## src/rtl/fetch_stage_if.sv

```systemverilog
// fetch_stage_if
//   Bundles the fetch stage's control inputs from decode, its instruction
//   memory request/response pair and the IF/ID pipeline register.
//   master : the fetch stage itself
//            in  BranchControlSignal, BranchTarget, pcHOLD, imem_ack, imem_rdata
//            out imem_req, imem_addr, IFIDReg
//   slave  : the environment (decode + instruction memory), directions mirrored
interface fetch_stage_if;
  logic        BranchControlSignal;
  logic [31:0] BranchTarget;
  logic        pcHOLD;
  logic        imem_req;
  logic [31:0] imem_addr;
  logic        imem_ack;
  logic [31:0] imem_rdata;
  logic [63:0] IFIDReg;

  modport master (
    input  BranchControlSignal, BranchTarget, pcHOLD, imem_ack, imem_rdata,
    output imem_req, imem_addr, IFIDReg
  );

  modport slave (
    output BranchControlSignal, BranchTarget, pcHOLD, imem_ack, imem_rdata,
    input  imem_req, imem_addr, IFIDReg
  );
endinterface

```

## src/rtl/fetch_stage.sv

```systemverilog
// fetch_stage
//   Instruction fetch for a 5-stage pipeline. Issues one outstanding request
//   at a time to an instruction memory with variable latency, writes
//   {instruction, PC+4} into IFIDReg, honours load-use stalls (pcHOLD) and
//   squashes the in-flight fetch on a taken branch.
//   Ports:
//     clk   - single clock, all state on rising edge
//     rst_n - asynchronous active-low reset
//     bus   - fetch_stage_if.master (decode controls, imem req/ack, IFIDReg)
//   Parameters:
//     RESET_PC  - first fetch address after reset
//     NOP_INSTR - instruction word used for bubbles
module fetch_stage #(
  parameter logic [31:0] RESET_PC  = 32'h0000_0000,
  parameter logic [31:0] NOP_INSTR = 32'h0000_0000
) (
  input  logic          clk,
  input  logic          rst_n,
  fetch_stage_if.master bus
);

  typedef enum logic [1:0] {
    S_IDLE = 2'd0,
    S_REQ  = 2'd1,
    S_HELD = 2'd2
  } state_t;

  state_t      r_state, w_state;
  logic [31:0] r_pc, w_pc;
  logic        r_kill, w_kill;
  logic [31:0] r_buf, w_buf;
  logic [63:0] r_ifid, w_ifid;
  logic        r_req, w_req;
  logic [31:0] r_addr, w_addr;

  logic [31:0] w_pc_inc;
  logic [63:0] w_bubble;
  logic        w_branch;

  // Natural 32-bit overflow gives the required modulo-2^32 wrap.
  assign w_pc_inc = r_pc + 32'd4;
  assign w_bubble = {NOP_INSTR, 32'h0000_0000};
  // A stall freezes everything, so a branch only counts when not stalled.
  assign w_branch = bus.BranchControlSignal & ~bus.pcHOLD;

  // Next-state and next-register computation for the fetch FSM.
  always_comb begin
    w_state = r_state;
    w_pc    = r_pc;
    w_kill  = r_kill;
    w_buf   = r_buf;
    w_ifid  = r_ifid;
    w_addr  = r_addr;

    case (r_state)
      S_IDLE: begin
        w_state = S_REQ;
        if (w_branch) begin
          w_pc   = bus.BranchTarget;
          w_addr = bus.BranchTarget;
        end else begin
          w_addr = r_pc;
        end
        if (!bus.pcHOLD) begin
          w_ifid = w_bubble;
        end else begin
          w_ifid = r_ifid;
        end
      end

      S_REQ: begin
        if (bus.imem_ack) begin
          if (r_kill || w_branch) begin
            // Returned word belongs to a squashed path: drop it and
            // refetch from the (possibly just redirected) pc.
            w_kill = 1'b0;
            if (w_branch) begin
              w_pc   = bus.BranchTarget;
              w_addr = bus.BranchTarget;
            end else begin
              w_addr = r_pc;
            end
            if (!bus.pcHOLD) begin
              w_ifid = w_bubble;
            end else begin
              w_ifid = r_ifid;
            end
          end else if (bus.pcHOLD) begin
            // Decode is stalled: park the word until it can take it.
            w_buf   = bus.imem_rdata;
            w_state = S_HELD;
          end else begin
            w_ifid = {bus.imem_rdata, w_pc_inc};
            w_pc   = w_pc_inc;
            w_addr = w_pc_inc;
          end
        end else begin
          // Request still outstanding; the address must not move, so a
          // branch only retargets pc and marks the pending data as dead.
          if (w_branch) begin
            w_pc   = bus.BranchTarget;
            w_kill = 1'b1;
            w_ifid = w_bubble;
          end else if (!bus.pcHOLD) begin
            w_ifid = w_bubble;
          end else begin
            w_ifid = r_ifid;
          end
        end
      end

      S_HELD: begin
        if (w_branch) begin
          w_pc    = bus.BranchTarget;
          w_addr  = bus.BranchTarget;
          w_buf   = 32'h0000_0000;
          w_ifid  = w_bubble;
          w_state = S_REQ;
        end else if (!bus.pcHOLD) begin
          w_ifid  = {r_buf, w_pc_inc};
          w_pc    = w_pc_inc;
          w_addr  = w_pc_inc;
          w_state = S_REQ;
        end else begin
          w_state = S_HELD;
        end
      end

      default: begin
        w_state = S_IDLE;
        w_pc    = RESET_PC;
        w_kill  = 1'b0;
        w_addr  = RESET_PC;
        w_ifid  = w_bubble;
      end
    endcase

    w_req = (w_state == S_REQ);
  end

  // State and output registers; reset abandons any outstanding request.
  always_ff @(posedge clk or negedge rst_n) begin
    if (!rst_n) begin
      r_state <= S_IDLE;
      r_pc    <= RESET_PC;
      r_kill  <= 1'b0;
      r_buf   <= 32'h0000_0000;
      r_ifid  <= {NOP_INSTR, 32'h0000_0000};
      r_req   <= 1'b0;
      r_addr  <= RESET_PC;
    end else begin
      r_state <= w_state;
      r_pc    <= w_pc;
      r_kill  <= w_kill;
      r_buf   <= w_buf;
      r_ifid  <= w_ifid;
      r_req   <= w_req;
      r_addr  <= w_addr;
    end
  end

  assign bus.imem_req  = r_req;
  assign bus.imem_addr = r_addr;
  assign bus.IFIDReg   = r_ifid;

endmodule

```

## src/flat_wrapper.sv

```systemverilog
// flat-port wrapper written by rule: the top's interface ports become plain ports
module fetch_stage_flat 
#(
  parameter logic [31:0] RESET_PC  = 32'h0000_0000,
  parameter logic [31:0] NOP_INSTR = 32'h0000_0000
)
  (clk, rst_n, bus_BranchControlSignal, bus_BranchTarget, bus_pcHOLD, bus_imem_ack, bus_imem_rdata, bus_imem_req, bus_imem_addr, bus_IFIDReg);
  fetch_stage_if bus_i ();
  input  logic clk;
  input  logic rst_n;
  input wire logic [$bits(bus_i.BranchControlSignal)-1:0] bus_BranchControlSignal;
  input wire logic [$bits(bus_i.BranchTarget)-1:0] bus_BranchTarget;
  input wire logic [$bits(bus_i.pcHOLD)-1:0] bus_pcHOLD;
  input wire logic [$bits(bus_i.imem_ack)-1:0] bus_imem_ack;
  input wire logic [$bits(bus_i.imem_rdata)-1:0] bus_imem_rdata;
  output wire logic [$bits(bus_i.imem_req)-1:0] bus_imem_req;
  output wire logic [$bits(bus_i.imem_addr)-1:0] bus_imem_addr;
  output wire logic [$bits(bus_i.IFIDReg)-1:0] bus_IFIDReg;
  assign bus_i.BranchControlSignal = bus_BranchControlSignal;
  assign bus_i.BranchTarget = bus_BranchTarget;
  assign bus_i.pcHOLD = bus_pcHOLD;
  assign bus_i.imem_ack = bus_imem_ack;
  assign bus_i.imem_rdata = bus_imem_rdata;
  assign bus_imem_req = bus_i.imem_req;
  assign bus_imem_addr = bus_i.imem_addr;
  assign bus_IFIDReg = bus_i.IFIDReg;
  fetch_stage #(.RESET_PC(RESET_PC), .NOP_INSTR(NOP_INSTR)) u_core (.clk(clk), .rst_n(rst_n), .bus(bus_i));
endmodule
```

## config.mk

```make
export PLATFORM = sky130hd
export DESIGN_NAME = fetch_stage_flat
export DESIGN_NICKNAME = d
export VERILOG_FILES = /design/src/rtl/fetch_stage_if.sv /design/src/rtl/fetch_stage.sv /design/src/flat_wrapper.sv
export SDC_FILE = /design/constraint.sdc
export NUM_CORES = 1
export LEC_CHECK = 0
export ABC_AREA = 0
export BUFFER_PORTS_ARGS = -buffer_cell sky130_fd_sc_hd__buf_2
export CAP_MARGIN = 20
export CORE_MARGIN = 1
export CORE_UTILIZATION = 51
export CTS_CLUSTER_SIZE = 24
export DETAILED_ROUTE_END_ITERATION = 10
export GPL_ROUTABILITY_DRIVEN = 0
export HOLD_SLACK_MARGIN = 0.05
export PLACE_DENSITY_LB_ADDON = 0.05
export REMOVE_ABC_BUFFERS = 1
export SETUP_SLACK_MARGIN = 0.1
export SYNTH_ARGS = -nofsm -noshare
export SYNTH_HDL_FRONTEND = slang
export SYNTH_SLANG_ARGS = --single-unit
```

## constraint.sdc

```tcl
create_clock -name clk -period 1.9 [get_ports clk]
set_input_delay 0.285 -clock clk [delete_from_list [all_inputs] [get_ports clk]]
set_output_delay 0.285 -clock clk [all_outputs]
set_load 0.03 [all_outputs]
```

==> results of run 1 <==
## area by class of cell
class / count / area, um2 / area share [%]
Sequential cell: 164 / 4120 / 33.4
Tap cell: 225 / 282 / 2.28
Timing Repair Buffer: 321 / 2250 / 18.3
Inverter: 10 / 37.5 / 0.304
Clock buffer: 21 / 470 / 3.82
Multi-Input combinational cell: 793 / 5050 / 41.0
Clock inverter: 11 / 116 / 0.944
## cell usage after synthesis, drive strengths merged, types with 4 or more instances
cell type,n
a211oi,5
a21boi,6
a21o,7
a21oi,42
a221o,12
a221oi,7
a222oi,4
a22o,29
a22oi,58
a2bb2oi,4
a31oi,4
and2,15
and3,5
and4,5
buf,43
clkbuf,59
dfrtp,164
inv,10
mux2,4
mux2i,10
nand2,195
nand2b,9
nand3,28
nand4,18
nor2,36
nor2b,6
nor3,16
nor3b,10
nor4,4
o211ai,10
o21a,6
o21ai,155
o221ai,5
o22ai,5
o31ai,11
xnor2,13
xor2,18
## sequential cells by signal, indices dropped and copies added, names as in the netlist
register	count
u_core.r_kill	1
u_core.r_buf	32
u_core.r_pc	32
u_core.r_state	2
u_core.bus.imem_addr	32
u_core.bus.IFIDReg	64
u_core.bus.imem_req	1
## through the flow
step	instances	TNS (ns)	worst slack, ns	util [%]	hold WS (ns)
2_1_floorplan	967	-210.56	-2.14	-	-0.0106
3_3_place_gp	1497	-2.83	-0.0997	63.9	0.175
3_5_place_dp	1497	-2.94	-0.120	63.9	0.175
4_1_cts	1535	0	0.0355	68.1	0.0861
5_1_grt	1545	-0.0849	-0.0278	70.3	0.104
6_report	1545	0	0.0368	70.3	0.0927
## critical path, stage by stage, from the launching register on
cell and delay (ns):
dfrtp_2 0.41, ha_4 0.16, nand4_4 0.14, nor4_4 0.19
nand4_1 0.15, and3_1 0.19, or4_1 0.49
## power breakdown
group	internal [W]	total, W	switching (W)
Combinational	0.00214	0.00551	0.00336
Sequential	0.00446	0.00520	0.000742
Clock	0.00194	0.00350	0.00156
## worst paths after layout
check | from | end | slack, ns | depth (start not counted)
max | u_core.r_pc[3] | u_core.r_pc[26] | 0.04 | 6
min | bus_imem_rdata[27] | u_core.r_buf[27] | 0.09 | 3
max reg2reg | u_core.r_pc[3] | u_core.r_pc[26] | 0.04 | 6
min reg2reg | u_core.bus.IFIDReg[19] | u_core.bus.IFIDReg[19] | 0.47 | 2
max in group asynchronous | rst_n | u_core.r_pc[25] | 0.89 | 3
min in group asynchronous | rst_n | u_core.bus.IFIDReg[8] | 0.28 | 2
## metal layers
layer  track usage [%]  vias up  wire length, um
met5                 0        -                0
met4              11.8        0              742
met3              6.30       53             2350
met2              51.5      445            14000
met1              45.6     4552            13100
li1                  -     4373                -
## repair_timing
item / 4_1_cts / 5_1_grt
setup buffers: 5 / 9
endpoints found under the hold margin: 26 / 0
endpoints found under the setup margin: 100 / 98
resized for setup: 22 / 87
pin swaps: 8 / 28
hold buffers: 1 / 0
cloned: 0 / 1
## cells by family (layout without fill, tap and decap cells)
group	Yosys count	in the layout	synth area share, %
AO/OA/AOI/OAI	382	382	26.7
AND/OR/NAND/NOR	365	365	19.0
flip-flops	164	164	44.2
buffers and inverters	112	363	5.49
XOR/XNOR	31	31	2.93
multiplexers	14	14	1.56
adder cells (fa/ha/maj)	1	1	0.135
==> impl_metrics.json, run 1 <==
{
  "outcome": "completed",
  "fmax_ghz": 0.537,
  "route.detailed.vias_per_inst": 6.10,
  "fp.coreArea_um2": 17500,
  "clkSlewWorstSetupHoldPaths_ns": 0.07,
  "total_power_w": 0.0142,
  "path_max_fanout": 4,
  "fp.dieH_um": 137,
  "critPathLaunchType": "flip-flop",
  "synth_ff_type": "dfrtp_1",
  "cells_after_synth": 1069,
  "placed_cell_area_um2": 11200,
  "syn-cell-area_um2": 9280,
  "worst_ep_required_time_ns": 2.21,
  "async_reset_ff_share_pct": 100,
  "grtUsageTotal_pct": 33.0,
  "numCtsBuffers": 17,
  "synth.top_cell.area_share_pct": 44.2,
  "flow.area_growth_from_synthesis_pct": 32.8,
  "initial_standard_cell_utilization_of_the_core_pct": 52.9,
  "wire_length_of_the_first_global_routing_pass_um": 47300,
  "drt.antenna.violating_nets": 0,
  "drtIter0Drc": 884,
  "antenna_cells_inserted": 0,
  "synth.yosys.seq_area_share_pct": 44.2,
  "core.rowCount": 48,
  "final_area_um2": 12300,
  "ys_ff_latch": 164,
  "dr_total_vias": 9423,
  "postRouteWirelength_um": 30200,
  "ir_drop_v": 0.000725,
  "die-width_um": 137,
  "timing.final.crit_share_pct": 98.1,
  "fillCellCount": 1425,
  "drt_pass1_iterations": 8,
  "globalRouteOverflowTotal": 0,
  "hold_viol": 0,
  "grt_max_degree": 65,
  "root_buffer": "clkbuf_16",
  "route.detailed.wl_per_inst_um": 19.6,
  "maxSlewHeadroom_pct": 73.2,
  "worst_clock_skew_ns": 0.0105,
  "worst_ep_arrival_time_ns": 2.17,
  "cellPowerDensity_nw_per_um2": 1150,
  "post_synth_num_cell_types": 71,
  "setup.worst_path.class": "reg -> reg",
  "report.final.setup_viol": 0,
  "synth.yosys.warnings": 0,
  "worstSkewPairLatency_ns": 0.44,
  "synth_enable_flop_cells": 0,
  "grt_setup_unrepaired": "yes",
  "drc": 0,
  "drive_above_1_share_pct": 33.2,
  "tritoncts": "done",
  "period_minus_slack_ns": 1.86,
  "layout_common_cells": "nand2_1, buf_2, dfrtp_1",
  "tritoncts_num_sinks": 164,
  "synth_top_area_cell": "dfrtp_1",
  "tightestPinTransition_ns": 0.402,
  "boundaryPins": 166,
  "max-cap-violations": 0,
  "first_global_vias": 8819,
  "layout.cells.most_common": "nand2_1",
  "final_hpwl_dp_um": 20700,
  "synth_area_per_cell_um2": 8.68,
  "final_max_slew_viol_count": 0,
  "io_buffers": 165,
  "post_synth_main_area_contributors": "dfrtp_1, o21ai_0, nand2_1",
  "antenna_violations_before_repair": 1,
  "buffers_from_clock_root_to_sink_at_most": 2,
  "power_leakage_nw": 5.76,
  "htree_num_levels": 4,
  "die_area_um2": 18700,
  "finish.net_count": 1377,
  "critPathCaptureType": "flip-flop",
  "min-delay-path-class": "in -> reg"
}
(Power assumes the default switching activity.)
==> run 2: changes to the inputs <==
- CORE_MARGIN: 1 -> not set
- CTS_CLUSTER_SIZE: 24 -> 25
- PLACE_DENSITY_LB_ADDON: 0.05 -> 0.1
==> impl_metrics.json, run 2 (same netlist as run 1, synthesis figures left out) <==
{
  "timing.rr.start": "u_core.r_pc[2]",
  "drt_pass1_iterations": 6,
  "route.detailed.wl_per_inst_um": 20.1,
  "maxSlewHeadroom_pct": 62.4,
  "drt.antenna.violating_nets": 0,
  "critPathLaunchType": "flip-flop",
  "path_max_fanout": 3,
  "report.final.setup_viol": 0,
  "drtIter0Drc": 1154,
  "tightestPinTransition_ns": 0.565,
  "root_buffer": "clkbuf_16",
  "dr_total_vias": 9589,
  "globalRouteOverflowTotal": 0,
  "routedLengthMet1_um": 13200,
  "tritoncts": "done",
  "timing.final.crit_share_pct": 96.8,
  "final-instance-count-excl-fill": 1551,
  "io_buffers": 165,
  "die-width_um": 137,
  "layout.cells.most_common": "nand2_1",
  "fp.dieH_um": 137,
  "critPathCaptureType": "flip-flop",
  "flow.area_growth_from_synthesis_pct": 33.0,
  "power_leakage_nw": 5.77,
  "placed_cell_area_um2": 11200,
  "final_area_um2": 12300,
  "wire_length_of_the_first_global_routing_pass_um": 47600,
  "clkSlewWorstSetupHoldPaths_ns": 0.08,
  "dr_wl_met3_um": 2820,
  "die_area_um2": 18700,
  "cellPowerDensity_nw_per_um2": 1160,
  "worstSkewPairLatency_ns": 0.45,
  "worst_clock_skew_ns": 0.00948,
  "routed.top_layer": "met4",
  "tritoncts_num_sinks": 164,
  "min-delay-path-class": "in -> reg",
  "place.detailed.instances": 1496,
  "fp.coreArea_um2": 17500,
  "final_max_slew_viol_count": 0,
  "initial_standard_cell_utilization_of_the_core_pct": 52.9,
  "core.rowCount": 48,
  "numCtsBuffers": 17,
  "detailroute.wirelength.met2_um": 14300,
  "setup.worst_path.class": "reg -> reg",
  "max-cap-violations": 0,
  "antenna_cells_inserted": 0,
  "first_global_vias": 8921,
  "antenna_violations_before_repair": 0,
  "worst_ep_arrival_time_ns": 2.15,
  "grt_max_degree": 62,
  "route.detailed.vias_per_inst": 6.18,
  "hold_path_startpoint": "bus_imem_rdata[18]",
  "grt_setup_unrepaired": "yes",
  "finish.net_count": 1383,
  "hold_viol": 0,
  "critical_path.startpoint": "u_core.r_pc[2]",
  "final_hpwl_dp_um": 20800,
  "setup_total_negative_slack_ns": 0,
  "layout_common_cells": "nand2_1, buf_2, dfrtp_1",
  "fmax_ghz": 0.544,
  "worst_hold_slack_ns": 0.0813,
  "drive_above_1_share_pct": 32.2,
  "period_minus_slack_ns": 1.84,
  "ir_drop_v": 0.000757,
  "buffers_from_clock_root_to_sink_at_most": 2,
  "drc": 0,
  "htree_num_levels": 4,
  "boundaryPins": 166,
  "largest_register_ffs": 64,
  "grtUsageTotal_pct": 32.9,
  "outcome": "completed",
  "worst_ep_required_time_ns": 2.21,
  "postRouteWirelength_um": 31100
}
run 2: cell types whose count changed in the layout (fill, tap and decap cells not counted), moves of 4 or more:
cell,change
o21ai_2,-4
dfrtp_1,+9
o21ai_1,+9
inv_6,+4
nor3_1,+4
inv_8,+5
dfrtp_2,-9
o21ai_0,-6
run 2: final timing paths:
path	to	slack, ns	cells past startpoint
worst max-delay path	u_core.r_pc[26]	0.06	6
worst min-delay path	u_core.r_buf[18]	0.08	3
worst max register to register	u_core.r_pc[26]	0.06	6
worst min register to register	u_core.bus.IFIDReg[7]	0.48	2
max in group asynchronous	u_core.r_pc[23]	0.93	3
min in group asynchronous	u_core.bus.IFIDReg[7]	0.19	2
run 2: area by class of cell:
type                       instances  area (um2)
inverter                          10        41.3
timing repair buffer             327        2360
clock inverter                    15         145
tap                              225         282
clock buffer                      17         425
multi-input combinational        793        4980
fill                            1409        5190
sequential                       164        4110
run 2: power breakdown:
group	total [W]	leakage, nW	internal (W)	switching, W
combinational	0.00565	3.34	0.00222	0.00344
clock	0.00348	0.282	0.00176	0.00172
sequential	0.00516	2.14	0.00444	0.000720
run 2: stage by stage:
step                utilization, %  setup slack (ns)  total power (W)
floorplan                        -             -2.14          0.00809
global placement              63.8           -0.0195           0.0103
detailed placement            63.8           -0.0482           0.0104
CTS                           68.1            0.0605           0.0140
global route                  70.4           -0.0267           0.0150
finish                        70.4            0.0616           0.0143
run 2: timing repair:
action,in CTS,in global routing
endpoints found under the hold margin,164,0
hold buffers,1,0
endpoints found under the setup margin,64,86
resized for setup,21,70
setup buffers,6,12
pin swaps,8,17
gates cloned,0,4
run 2: worst max-delay path, cell delays in order (launching register included):
cell     delay [ns]
dfrtp_1        0.38
ha_2           0.22
nand4_4        0.12
nor4_4         0.18
nand4_1        0.14
and3_1         0.19
or4_1          0.49
run 2: per-layer routing:
metal,vias to the layer above,track usage (%)
met2,513,50.5
met1,4636,46.2
met5,-,0
met4,0,11.5
li1,4378,-
met3,62,6.41
==> run 3: changes to the inputs <==
- CORE_MARGIN: not set -> 8
- GPL_TIMING_DRIVEN: not set -> 0
==> impl_metrics.json, run 3 (same netlist as run 1, synthesis figures left out) <==
{
  "die_area_um2": 22800,
  "crit_family": "simple AND/OR/NAND/NOR gates",
  "final_hpwl_dp_um": 19200,
  "globalRouteOverflowTotal": 0,
  "dr_total_vias": 11600,
  "min-delay-path-class": "in -> reg",
  "worst_clock_skew_ns": 0.0115,
  "tritoncts": "done",
  "final_max_slew_viol_count": 0,
  "largest_register_ffs": 64,
  "boundaryPins": 166,
  "tritoncts_num_sinks": 164,
  "layout.cells.most_common": "buf_2",
  "fp.dieH_um": 151,
  "hold_viol": 0,
  "grt_max_degree": 107,
  "maxSlewHeadroom_pct": 44.2,
  "drtIter0Drc": 1859,
  "timing.final.crit_share_pct": 109,
  "worstSkewPairLatency_ns": 0.46,
  "fmax_ghz": 0.481,
  "setup_total_negative_slack_ns": -6.48,
  "grtUsageTotal_pct": 32.3,
  "postRouteWirelength_um": 47300,
  "ir_drop_v": 0.000883,
  "grt_setup_unrepaired": "yes",
  "initial_standard_cell_utilization_of_the_core_pct": 51.8,
  "violations": "negative setup slack",
  "first_global_vias": 10100,
  "max-cap-violations": 0,
  "die-width_um": 151,
  "flow.area_growth_from_synthesis_pct": 55.8,
  "htree_num_levels": 4,
  "critPathLaunchType": "flip-flop",
  "fp.coreArea_um2": 17900,
  "final_area_um2": 14500,
  "drt_pass1_iterations": 8,
  "drc": 0,
  "report.final.setup_viol": 107,
  "drive_above_1_share_pct": 49.3,
  "antenna_violations_before_repair": 2,
  "outcome": "complete, but fails checks",
  "placed_cell_area_um2": 10200,
  "drt.antenna.violating_nets": 0,
  "wire_length_of_the_first_global_routing_pass_um": 56900,
  "route.detailed.vias_per_inst": 7.22,
  "cellPowerDensity_nw_per_um2": 1150,
  "crit_chain": "ha_4, nand4_4, buf_6, nor3_4, buf_4, a22oi_1, o21ai_1, o211ai_1",
  "worst_ep_arrival_time_ns": 2.40,
  "layout_common_cells": "buf_2, nand2_1, dfrtp_1",
  "setup_slack_ns": -0.178,
  "setup.worst_path.class": "reg -> reg",
  "period_minus_slack_ns": 2.08,
  "timing.critical_path.slowest_stage_cell": "dfrtp_2",
  "total_power_w": 0.0167,
  "numCtsBuffers": 17,
  "finish.net_count": 1428,
  "route.detailed.wl_per_inst_um": 29.6,
  "path_max_fanout": 5,
  "cpPeakStageDelay_ns": 0.44,
  "io_buffers": 165,
  "critPathCaptureType": "flip-flop",
  "place.detailed.instances": 1374,
  "core.rowCount": 49,
  "root_buffer": "clkbuf_16",
  "critical_path.n_buffers_inverters": 2,
  "worst_ep_required_time_ns": 2.22,
  "buffers_from_clock_root_to_sink_at_most": 2,
  "power_leakage_nw": 6.42,
  "final_core_utilization_pct": 80.8,
  "final-instance-count-excl-fill": 1601,
  "clkSlewWorstSetupHoldPaths_ns": 0.08,
  "tightestPinTransition_ns": 0.837
}
run 3: cell count changes in the layout (fill, tap and decap cells not counted), moves of 23 or more:
cell / previous run / this run
buf_4: 129 / 103
nand2_1: 194 / 154
o21ai_1: 19 / 63
o21ai_2: 0 / 42
o21ai_0: 135 / 48
buf_6: 12 / 35
nand2_2: 1 / 25
dfrtp_2: 3 / 26
dfrtp_1: 161 / 137
run 3: worst paths after layout:
| path | start | endpoint | depth (start not counted) | slack [ns] |
|---|---|---|---|---|
| worst max register to register | u_core.r_pc[2] | u_core.r_pc[10] | 8 | -0.18 |
| worst min register to register | u_core.bus.IFIDReg[17] | u_core.bus.IFIDReg[17] | 2 | 0.47 |
| min in group asynchronous | rst_n | u_core.bus.IFIDReg[47] | 2 | 0.35 |
| worst max-delay path | u_core.r_pc[2] | u_core.r_pc[10] | 8 | -0.18 |
| worst min-delay path | bus_imem_rdata[17] | u_core.r_buf[17] | 3 | 0.07 |
| max in group asynchronous | rst_n | u_core.r_pc[15] | 3 | 0.59 |
run 3: final cells by class:
type	count	area, um2
Tap cell	229	287
Clock inverter	15	149
Timing Repair inverter	1	5.00
Multi-Input combinational cell	811	6340
Inverter	10	53.8
Antenna cell	1	2.50
Clock buffer	17	425
Fill cell	1017	3440
Timing Repair Buffer	353	3060
Sequential cell	164	4140
run 3: worst reg2reg max path, cell delays in order, from the launching register on:
cell and delay [ns]:
dfrtp_2 0.44, ha_4 0.19, nand4_4 0.15, buf_6 0.19, nor3_4 0.34, buf_4 0.20, a22oi_1 0.10, o21ai_1 0.20
o211ai_1 0.14
run 3: power breakdown:
group	internal [W]	switching [W]	total, W
sequential	0.00447	0.00113	0.00559
clock	0.00176	0.00177	0.00353
combinational	0.00307	0.00450	0.00757
total	0.00931	0.00739	0.0167
run 3: stage by stage:
step	worst slack (ns)	hold slack, ns
floorplan	-2.14	-0.0106
global placement	-5.07	0.457
detailed placement	-1.73	0.252
CTS	-0.0105	0.0743
global route	-0.235	0.0781
finish	-0.178	0.0689
run 3: layer usage:
metal  part of all wire, %  vias to the layer above  routed length [um]  GRT usage [%]
met5                     0                        -                   0              0
met4                   8.1                        0                3850           19.7
met3                    15                      397                7100           11.3
met2                    44                     1232               20900           48.3
met1                    33                     5419               15500           39.6
li1                      -                     4508                   -              -
run 3: repair_timing:
action | 4_1_cts | 5_1_grt
hold endpoints to repair | 58 | 0
setup endpoints to repair | 163 | 156
buffers inserted | 112 | 46
hold buffers | 1 | 0
pin swaps | 42 | 185
gates cloned | 17 | 20
resized for setup | 139 | 371
